$ cat config.mk
export PLATFORM = sky130hd
export DESIGN_NAME = fifo_rd_stream
export DESIGN_NICKNAME = d
export VERILOG_FILES = /design/src/rtl/fifo_rd_pkg.sv /design/src/rtl/fifo_rd_skid.sv /design/src/rtl/fifo_rd_stream.sv
export SDC_FILE = /design/constraint.sdc
export NUM_CORES = 1
export LEC_CHECK = 0
export CORE_UTILIZATION = 40
export CTS_BUF_LIST = sky130_fd_sc_hd__clkbuf_16
export CTS_CLUSTER_DIAMETER = 40
export DETAILED_ROUTE_END_ITERATION = 16
export PLACE_DENSITY_LB_ADDON = 0.25
export RECOVER_POWER = 50
export SYNTH_ARGS = -nofsm -noshare
export SYNTH_HDL_FRONTEND = slang
export SYNTH_HIERARCHICAL = 1
export SYNTH_SLANG_ARGS = --single-unit
export TNS_END_PERCENT = 1
$ cat constraint.sdc
create_clock -name clock -period 2.6 [get_ports clock]
set_input_delay 0.52 -clock clock [delete_from_list [all_inputs] [get_ports clock]]
set_output_delay 0.52 -clock clock [all_outputs]
set_load 0.02 [all_outputs]
$ cat src/rtl/fifo_rd_pkg.sv
// Shared definitions for the FIFO read-side stream adapter:
// FSM state encoding and skid buffer depth.
package fifo_rd_pkg;

    typedef enum logic [1:0] {
        ST_IDLE  = 2'd0,
        ST_RUN   = 2'd1,
        ST_DRAIN = 2'd2
    } state_t;

    localparam int SKID_DEPTH = 4;

endpackage

$ cat src/rtl/fifo_rd_skid.sv
// Four-entry register FIFO used as the skid buffer between the FIFO read
// port and the valid/ready stream. The caller guarantees no push when full
// and no pop when empty. The head is always visible.
module fifo_rd_skid
    import fifo_rd_pkg::*;
#(
    parameter int DATA_W = 8
) (
    input  logic              clock,
    input  logic              reset_n,
    input  logic              push,
    input  logic [DATA_W-1:0] push_data,
    input  logic              pop,
    output logic [DATA_W-1:0] head,
    output logic [2:0]        occ
);

    logic [DATA_W-1:0] mem [SKID_DEPTH];
    logic [1:0]        wr_ptr;
    logic [1:0]        rd_ptr;
    logic [2:0]        occ_r;

    // Storage is cleared on reset so the head reads 0 while the buffer is empty after reset
    always_ff @(posedge clock or negedge reset_n) begin
        if (!reset_n) begin
            for (int i = 0; i < SKID_DEPTH; i++) begin
                mem[i] <= '0;
            end
        end else if (push) begin
            mem[wr_ptr] <= push_data;
        end
    end

    // Pointer and occupancy bookkeeping; a push and a pop in the same cycle leave occ unchanged
    always_ff @(posedge clock or negedge reset_n) begin
        if (!reset_n) begin
            wr_ptr <= 2'd0;
            rd_ptr <= 2'd0;
            occ_r  <= 3'd0;
        end else begin
            if (push) begin
                wr_ptr <= wr_ptr + 2'd1;
            end
            if (pop) begin
                rd_ptr <= rd_ptr + 2'd1;
            end
            case ({push, pop})
                2'b10:   occ_r <= occ_r + 3'd1;
                2'b01:   occ_r <= occ_r - 3'd1;
                default: occ_r <= occ_r;
            endcase
        end
    end

    assign head = mem[rd_ptr];
    assign occ  = occ_r;

endmodule

$ cat src/rtl/fifo_rd_stream.sv
// Drains a non-show-ahead FIFO into a valid/ready stream framed into
// PKT_LEN-beat packets. Read requests depend only on registered credit
// (occ + inflight), so m_ready has no combinational path to fifo_rdreq.
// Optional per-packet checksum enabled by defining STREAM_CSUM_EN.
//
//  state    | meaning
//  ---------+-----------------------------------------------------------
//  ST_IDLE  | stopped, nothing buffered or in flight
//  ST_RUN   | issuing FIFO reads while credit allows
//  ST_DRAIN | no new reads; delivering buffered and in-flight words
module fifo_rd_stream
    import fifo_rd_pkg::*;
#(
    parameter int DATA_W  = 8,
    parameter int PKT_LEN = 16
) (
    input  logic              clock,
    input  logic              reset_n,
    input  logic              enable,
    input  logic [DATA_W-1:0] fifo_q,
    input  logic              fifo_empty,
    output logic              fifo_rdreq,
    output logic [DATA_W-1:0] m_data,
    output logic              m_valid,
    output logic              m_last,
    input  logic              m_ready,
    output logic [DATA_W-1:0] m_csum,
    output logic [15:0]       pkt_count,
    output logic              busy
);

    localparam logic [7:0] LAST_BEAT = 8'(PKT_LEN - 1);
    localparam logic [3:0] DEPTH     = 4'(SKID_DEPTH);

    state_t            state;
    logic              inflight;
    logic [2:0]        occ;
    logic [3:0]        credit_used;
    logic [DATA_W-1:0] head;
    logic [7:0]        beat_cnt;
    logic [15:0]       pkt_count_r;
    logic              pop;

    fifo_rd_skid #(
        .DATA_W (DATA_W)
    ) u_skid (
        .clock     (clock),
        .reset_n   (reset_n),
        .push      (inflight),
        .push_data (fifo_q),
        .pop       (pop),
        .head      (head),
        .occ       (occ)
    );

    // Counting the in-flight word against the buffer guarantees a slot when it lands
    assign credit_used = {1'b0, occ} + {3'b000, inflight};
    assign fifo_rdreq  = (state == ST_RUN) & ~fifo_empty & (credit_used < DEPTH);

    assign m_valid   = (occ != 3'd0);
    assign m_data    = head;
    assign m_last    = m_valid & (beat_cnt == LAST_BEAT);
    assign pop       = m_valid & m_ready;
    assign pkt_count = pkt_count_r;
    assign busy      = (state != ST_IDLE);

    // Run/drain sequencing; drain only finishes once every accepted word has been delivered
    always_ff @(posedge clock or negedge reset_n) begin
        if (!reset_n) begin
            state <= ST_IDLE;
        end else begin
            case (state)
                ST_IDLE: begin
                    if (enable) state <= ST_RUN;
                end
                ST_RUN: begin
                    if (!enable) state <= ST_DRAIN;
                end
                ST_DRAIN: begin
                    if (enable) begin
                        state <= ST_RUN;
                    end else if (!inflight && (occ == 3'd0)) begin
                        state <= ST_IDLE;
                    end
                end
                default: state <= ST_IDLE;
            endcase
        end
    end

    // A read issued this cycle returns data next cycle; a read pending at reset is dropped
    always_ff @(posedge clock or negedge reset_n) begin
        if (!reset_n) begin
            inflight <= 1'b0;
        end else begin
            inflight <= fifo_rdreq;
        end
    end

    // Beat position within the packet survives enable toggling so partial packets resume
    always_ff @(posedge clock or negedge reset_n) begin
        if (!reset_n) begin
            beat_cnt    <= 8'd0;
            pkt_count_r <= 16'd0;
        end else if (pop) begin
            if (m_last) begin
                beat_cnt    <= 8'd0;
                pkt_count_r <= pkt_count_r + 16'd1;
            end else begin
                beat_cnt <= beat_cnt + 8'd1;
            end
        end
    end

`ifdef STREAM_CSUM_EN
    logic [DATA_W-1:0] csum;

    // Running byte sum of the packet so far; the last beat is folded in combinationally
    always_ff @(posedge clock or negedge reset_n) begin
        if (!reset_n) begin
            csum <= '0;
        end else if (pop) begin
            if (m_last) begin
                csum <= '0;
            end else begin
                csum <= csum + m_data;
            end
        end
    end

    assign m_csum = m_last ? (csum + m_data) : '0;
`else
    assign m_csum = '0;
`endif

endmodule
* Word level (Yosys, flattened, before mapping) *
Cells that the tools add are included.

cells by class
  muxes and demuxes = 13
  add/sub/neg operators = 7
  multipliers = 0
  reduce and logical (&&, ||, !) cells = 10
  shifts and indexed selects = 0
  equal/unequal tests = 8
  div/mod/pow operators = 0
  $lt $le $gt $ge = 4
  bitwise logic cells = 7

operator list
  cell                                                                           number
  32-bit bitwise mux                                                             1
  8-bit 2-to-1 mux                                                               4
  16-bit by 1-bit adder with 16-bit output (second input constant)               1
  8-bit binary-select mux with 2-bit select                                      1
  8-bit demux with 2-bit select                                                  1
  8-bit by 1-bit adder with 8-bit output (second input constant)                 1
  8-bit by 4-bit == test with 1-bit output (second input constant)               1
  2-bit 2-to-1 mux                                                               4
  3-bit greater-or-equal comparator (second input constant)                      2
  2-bit inverter with 3-bit output                                               2
  2-bit one-hot mux with 3 select lines                                          1
  3-bit one-hot mux with 2 select lines                                          1
  2-bit by 1-bit adder with 2-bit output (second input constant)                 2
  3-bit by 1-bit adder with 4-bit output                                         1
  1-bit bitwise AND                                                              4
  2-bit by 1-bit == test with 1-bit output (second input constant)               2
  2-bit == test (second input constant)                                          2
  4-bit by 3-bit less-than comparator with 1-bit output (second input constant)  1
  2-bit inequality test (second input constant)                                  2
  2-bit nonzero test                                                             2
  3-bit by 1-bit adder with 3-bit output (second input constant)                 1
  3-bit zero test                                                                1
  3-bit by 1-bit less-than comparator with 1-bit output (second input constant)  1
  3-bit inequality test (second input constant)                                  1
  other kinds (8)                                                                9

storage, ports and cells
  memory bits (writable) = 0
  input port bits = 13
  bits in latches = 0
  memories = 0
  word-level logic and storage cells = 60
  bits in registers = 66
  ROM bits = 0
  output and inout bits = 36

* Longest topological paths before layout *
Gate-level depths: netlist (run 1).

  word-level depth = 6
  depth in mapped cells = 7
  gate-level depth less buffers = 7

* Modules after synthesis *
The synthesis (run 1) kept the hierarchy.

by module, submodules not included
  module          instances  cells an instance  area each (µm²)
  fifo_rd_skid    1          106                1739.2
  fifo_rd_stream  1          127                1338.8

* Worst setup path after synthesis (run 1) *
OpenSTA, ideal clock, no wires.

  path kind = reg2reg
  from = register u_skid.occ_r[0], in the netlist u_skid/occ[0]
  to = register u_skid.occ_r[2], in the netlist u_skid/occ[2]
  slack = 0.534 ns
  arrival time = 1.939 ns
  data required time = 2.473 ns
  stages on the path, launching flop included = 8
  clock period less this slack = 2.066 ns
  path through = dfrtp_1 o31ai_4 inv_2 ha_1 fa_1 xnor2_1 nor2_1 xor2_1

on the way
  word-level cells in the longest chain between the ends = 4

ends and longest elaborated chain
  what                                                                         line                  text
  start, declared                                                              fifo_rd_skid.sv:21    logic [2:0] occ_r;
  start signal, assigned                                                       fifo_rd_skid.sv:48    2'b10: occ_r <= occ_r + 3'd1;
  start signal, assigned                                                       fifo_rd_skid.sv:49    2'b01: occ_r <= occ_r - 3'd1;
  start signal, assigned                                                       fifo_rd_skid.sv:50    default: occ_r <= occ_r;
  3-bit nonzero test *                                                         fifo_rd_stream.sv:60  assign m_valid = (occ != 3'd0);
  1-bit bitwise AND *                                                          fifo_rd_stream.sv:63  assign pop = m_valid & m_ready;
  net pop                                                                      fifo_rd_stream.sv:42  logic pop;
  2-bit by 1-bit == test with 1-bit output or 2-bit == test (tied branches)    fifo_rd_skid.sv:47    case ({push, pop})
  3-bit one-hot mux with 2 select lines or 2-bit nonzero test (tied branches)  --

The timed path passes the listed nets; every way through them passes the cells marked *.
A chain may end at the register's enable or synchronous reset.

* Final worst setup path (run 1) *
  from = register u_skid.rd_ptr[0]
  to = output port m_data[2]

on the way
  word-level cells in the longest chain between the ends = 4

ends and longest elaborated chain
  what                                                    line                  text
  start, declared                                         fifo_rd_skid.sv:20    logic [1:0] rd_ptr;
  start signal, assigned                                  fifo_rd_skid.sv:45    rd_ptr <= rd_ptr + 2'd1;
  2-bit inverter with 3-bit output (not written as such)  fifo_rd_skid.sv:55    assign head = mem[rd_ptr];
  8-bit binary-select mux with 2-bit select               fifo_rd_skid.sv:55
  8-bit 2-to-1 mux (not written as such) (2 in a row)     fifo_rd_skid.sv:55
  end, declared                                           fifo_rd_stream.sv:23  output logic [DATA_W-1:0] m_data,

Every way passes these cells. The select of a mux whose other input is x is not followed.

==> results_dict.tcl, run 1 <==
set metrics [dict create \
    final_antenna_net_count 0 \
    hold_class "reg -> reg" \
    ys_types 36 \
    nNetsFinal 306 \
    drive_gt1_share_pct 24.5 \
    clk_latency_ns 0.32 \
    status "finished with violations" \
    core_um2 7330 \
    port_buffers 40 \
    drtIter0Drc 44 \
    grt_pass1_wl_mm 9.36 \
    grt_pass1_vias 1903 \
    powerDensity_nw_per_um2 1080 \
    total_leakage_power_uw 0.00168 \
    fp.dieH_um 89.7 \
    grt_usage_pct 14.7 \
    fin_skew_ns 0.00449 \
    dieWidth_um 89.7 \
    start_kind "register" \
    ys.flop_type "dfrtp_1" \
    wl_per_cell_um 14.0 \
    yosys.area.top_type_share_pct 53.7 \
    dp_hpwl_mm 3.73 \
    path_max_fanout 5 \
    clk_pin_slew_ns 0.05 \
    ir_drop_uv 481 \
    route.detailed.drc 0 \
    timing.fmax_ghz 0.404 \
    netlist_instances 233 \
    wirelength_mm 5.44 \
    layout_setup_ws_ns 0.125 \
    setup_viol 0 \
    end_kind "primary output" \
    post_drt_via_cell_ratio 4.91 \
    cp_cell_sequence "buf_4, mux4_2, clkdlybuf4s50_1" \
    ys_warn_count 6 \
    numCtsBuffers 9 \
    netlist_area_um2 3080 \
    failed_checks "max-capacitance violations, max-slew violations" \
    antenna_cells 0 \
    synth_top_cell_by_area "dfrtp_1" \
    cts.sinks 66 \
    antenna_found_initial 0 \
    die_area_um2 8050 \
    ys_seq_area_share_pct 53.7 \
    placed_cell_area_um2 3580 \
    htree_levels 3 \
    synth-edff-count 0 \
    maxSlewViolCount 67 \
    avgSynthCellArea_um2 13.2 \
    cts_root_buffer "clkbuf_16" \
    via_count 1910 \
    synth.area.top_cells "dfrtp_1 (54%), mux2_2 (12%), mux4_2 (5.9%), xnor2_1 (4.3%), xor2_1 (3.1%)" \
    fin_crit_ns 2.47 \
    ys_ff_latch 66 \
    crit_family "buffers and inverters" \
    max_cap_viol_count 1 \
    cp.arrival_ns 1.95 \
    grt_max_degree 67 \
    gp_congestion 0.746 \
    slew_headroom_pct -7.60 \
    io_pins 49 \
    rsz0062_at_grt "false" \
    async_flop_share_pct 100 \
    hold_slack_ns 0.476 \
    design_area_um2 3850 \
    p_total_uw 4160 \
    cts_max_path_buffers 2 \
    cp_slowest_cell "clkdlybuf4s50_1" \
    tightest_slew_ns 1.61 \
    cp_data_required_time_ns 2.08 \
    firstDrtPassIters 4 \
    cts_tree "built" \
    areaGrowthSynthToFinish_pct 25.0 \
    core.rowCount 31 \
    period_share_pct 95.2 \
    tns_ns 0 \
    final-hold-violation-count 0 \
    start_util_pct 42.0 \
    crit_type "reg -> out" \
    holdBufCountCts 0 \
    post-place-ws_ns 0.00635 \
    grt_overflow 0 \
    path_buf_inv 2 \
    critPathMaxStageDelay_ns 0.54 \
]
path summary, 6_finish.rpt:
check	startpoint	end	slack [ns]	depth (start not counted)
max reg2reg	u_skid/occ[0]$_DFFE_PN0P_	u_skid/occ[2]$_DFFE_PN0P_	0.52	7
min reg2reg	pkt_count[15]$_DFFE_PN0P_	pkt_count[15]$_DFFE_PN0P_	0.48	1
max in group asynchronous	reset_n	u_skid/rd_ptr[0]$_DFFE_PN0P_	0.83	2
min	pkt_count[15]$_DFFE_PN0P_	pkt_count[15]$_DFFE_PN0P_	0.48	1
min in group asynchronous	reset_n	u_skid/mem[27]$_DFFE_PN0P_	0.69	2
max	u_skid/rd_ptr[0]$_DFFE_PN0P_	m_data[2]	0.13	3
repair_timing:
item,4_1_cts,5_1_grt
setup endpoints to repair,2,4
gates resized for setup,3,2
setup buffers,0,0
metrics by stage:
step | cells | util (%)
final | 389 | 52.5
after global routing | 389 | 52.5
after CTS | 389 | 52.6
after detailed placement | 373 | 48.8
after global placement | 373 | 48.8
after floorplan | 240 | -
registers in the layout, indices dropped and copies added, names as in the netlist:
| register | count |
|---|---|
| beat_cnt | 8 |
| inflight | 1 |
| pkt_count | 16 |
| state | 2 |
| u_skid/mem | 32 |
| u_skid/occ | 3 |
| u_skid/rd_ptr | 2 |
| u_skid/wr_ptr | 2 |
layout by cell type, fill, tap and decap left out, types with 2 or more instances in the layout:
cell / n
and2_1: 2
and3_1: 6
and4_1: 2
buf_4: 4
clkbuf_16: 9
clkdlybuf4s50_1: 36
clkinv_2: 3
clkinvlp_4: 2
conb_1: 8
dfrtp_1: 65
ha_1: 7
inv_1: 4
mux2_2: 33
mux4_2: 8
nand2_1: 17
nand2_2: 2
nand3_1: 11
nand4_1: 7
nor2_1: 6
nor3_1: 5
nor4_2: 2
o21ai_0: 4
xnor2_1: 15
xor2_1: 11
where the power goes:
group	internal, uW	switching [uW]	total (uW)
clock	631	412	1040
sequential	1390	283	1680
combinational	837	599	1440
kinds of logic after synthesis:
logic type / after synthesis / share of synthesized area, %
simple gates: 67 / 12.1
flops: 66 / 53.7
mux: 41 / 17.9
xor+xnor: 26 / 7.40
buf+inv: 16 / 3.33
fa+ha+maj: 8 / 3.50
compound gates: 8 / 1.99
other cells: 1 / 0.122
layer usage:
| layer | routed length [um] | track usage [%] | up-vias | part of all wire [%] |
|---|---|---|---|---|
| li1 | - | - | 918 | - |
| met1 | 2550 | 19.5 | 951 | 47 |
| met2 | 2630 | 23.4 | 36 | 48 |
| met3 | 217 | 4.40 | 5 | 4.0 |
| met4 | 46 | 4.10 | 0 | 0.85 |
| met5 | 0 | 0 | - | 0 |
synthesized netlist by cell type, types with 2 or more instances:
library cell	instances
dfrtp_1	66
mux2_2	33
nand2_1	15
xnor2_1	15
nand3_1	11
xor2_1	11
buf_4	9
mux4_2	8
ha_1	7
nand4_1	7
and3_1	6
nor2_1	6
nor3_1	5
nand2_2	4
o21ai_0	4
inv_1	3
and2_1	2
and4_1	2
nor4_1	2
area by class of cell:
class	count	area, um2
Timing Repair Buffer	46	435
Multi-Input combinational cell	158	1360
Tap cell	99	124
Inverter	4	15.0
Clock buffer	9	225
Sequential cell	66	1650
Fill cell	624	3480
Clock inverter	7	37.5
worst register-to-register path: cells and delay by family, from the launching register on:
kind                     cells  cell delay, ns
AO/OA/AOI/OAI                1            0.45
XOR/XNOR                     2            0.29
adder cells (fa/ha/maj)      2            0.63
buffers and inverters        1            0.06
flip-flops                   1            0.46
AND/OR/NAND/NOR              1            0.06
Note: power is estimated with default switching activity, not from simulation.
==> inputs of run 2 (changes only) <==
Settings changed: CELL_PAD_IN_SITES_DETAIL_PLACEMENT set to 1, CELL_PAD_IN_SITES_GLOBAL_PLACEMENT set to 2, CORE_UTILIZATION 40 to 36.
==> run 2 against run 1 <==
Compared with the run above: clock-buffer cell count unchanged; the run still ends with max-capacitance violations, max-slew violations left; non-clock buffer count unchanged; setup slack better by 0.039 ns; clock skew up 0.00054 ns; power up 2.2%; core utilization down 5.8 points; cell count up 1.0%; via count up 2.0%; routed wire length up 9.5%.
==> results_dict.tcl, run 2 (synthesis gave the netlist of run 1 again) <==
set metrics [dict create \
    status "finished with violations" \
    failed_checks "max-capacitance violations, max-slew violations" \
    io_pins 49 \
    power.share.combinational_pct 34.1 \
    grt_pass1_vias 2111 \
    port_buffers 40 \
    dieWidth_um 94.5 \
    htree_levels 3 \
    cp.arrival_ns 1.92 \
    clk_latency_ns 0.32 \
    post-place-cells 379 \
    powerDensity_nw_per_um2 1100 \
    cts.sinks 66 \
    hold_class "reg -> reg" \
    nNetsFinal 306 \
    dp_hpwl_mm 4.08 \
    post_drt_via_cell_ratio 4.96 \
    tns_ns 0 \
    clkPwrFrac_pct 26.5 \
    holdPathStages 1 \
    final_antenna_net_count 0 \
    fin_skew_ns 0.00503 \
    fp.dieH_um 94.5 \
    crit_type "in -> out" \
    drtIter0Drc 55 \
    reg2regPathDepth 7 \
    via_count 1949 \
    total_leakage_power_uw 0.00168 \
    cts_max_path_buffers 2 \
    gp_congestion 0.675 \
    cts_tree "built" \
    wl_per_cell_um 15.2 \
    period_share_pct 93.7 \
    final_cell_mix "dfrtp_1 (66), clkdlybuf4s50_1 (37), mux2_2 (33)" \
    switchingPower_uw 1300 \
    fin_crit_ns 2.44 \
    clk_pin_slew_ns 0.05 \
    slew_headroom_pct -7.49 \
    start_kind "input pin" \
    ir_drop_uv 411 \
    drive_gt1_share_pct 23.3 \
    fin_cells 393 \
    grt_max_degree 67 \
    path_max_fanout 2 \
    areaGrowthSynthToFinish_pct 25.2 \
    hold_slack_ns 0.475 \
    core.rowCount 33 \
    final_common_cell "dfrtp_1" \
    end_kind "primary output" \
    timing.fmax_ghz 0.411 \
    setup_viol 0 \
    seqPwrFrac_pct 39.4 \
    final-hold-violation-count 0 \
    grt_overflow 0 \
    maxSlewViolCount 67 \
    tightest_slew_ns 1.61 \
    cp_data_required_time_ns 2.08 \
    grt_usage_pct 15.4 \
    antenna_found_initial 0 \
    start_util_pct 37.3 \
    rsz0062_at_grt "false" \
    max_cap_viol_count 1 \
    regMostFlops "u_skid/mem" \
    p_sw_share_pct 30.6 \
    core_um2 8260 \
    grt_pass1_wl_mm 10.3 \
    largest_reg_flops 32 \
    route.detailed.drc 0 \
    firstDrtPassIters 4 \
    cts_root_buffer "clkbuf_16" \
    antenna_cells 0 \
    holdBufCountCts 0 \
    numCtsBuffers 9 \
    wirelength_mm 5.96 \
    die_area_um2 8920 \
    p_int_uw 2950 \
]
-- run 2: metrics by stage --
stage               power [uW]  area [um2]  utilization, %  setup WS [ns]
detailed placement        3180        3600            43.6          0.171
global route              4520        3850            46.7         0.0707
floorplan                 2640        3100               -          0.534
global placement          3130        3600            43.6          0.188
CTS                       4330        3880            47.0          0.151
finish                    4250        3850            46.7          0.165
-- run 2: final timing paths --
path | start | slack [ns] | to
max | fifo_empty | 0.16 | fifo_rdreq
min | pkt_count[15]$_DFFE_PN0P_ | 0.48 | pkt_count[15]$_DFFE_PN0P_
max reg2reg | u_skid/occ[0]$_DFFE_PN0P_ | 0.52 | u_skid/occ[2]$_DFFE_PN0P_
min reg2reg | pkt_count[15]$_DFFE_PN0P_ | 0.48 | pkt_count[15]$_DFFE_PN0P_
max in group asynchronous | reset_n | 0.94 | u_skid/mem[9]$_DFFE_PN0P_
min in group asynchronous | reset_n | 0.69 | u_skid/mem[29]$_DFFE_PN0P_
-- run 2: repair_timing --
action                     4_1_cts  5_1_grt
resized for setup                2        0
buffers inserted                 0        0
setup endpoints to repair        1        0
-- run 2: critical path: stages --
cell	delay, ns
clkdlybuf4s50_1	0.40
nor4_1	0.33
clkdlybuf4s50_1	0.67
-- run 2: cell type report --
cell class	instances	area [um2]
clock buffers	9	225
clock inverters	5	47.5
fillers	872	4400
inverters	4	15.0
multi-input cells	158	1350
flip-flops and latches	66	1650
well taps	105	131
repair buffers	46	433
-- run 2: power groups by stage --
stage	clock network, uW	registers [uW]	logic (uW)
global placement	0	1680	1450
finish	1130	1680	1450
CTS	1160	1680	1490
detailed placement	0	1700	1480
floorplan	0	1600	1030
global route	1200	1740	1580
-- run 2: layer usage --
metal  part of all wire [%]  vias to the layer above  track usage (%)
li1                       -                      911                -
met1                     46                      989             19.5
met2                     49                       41             24.9
met3                    3.7                        8             2.90
met4                    1.7                        0             8.33
met5                      0                        -                0
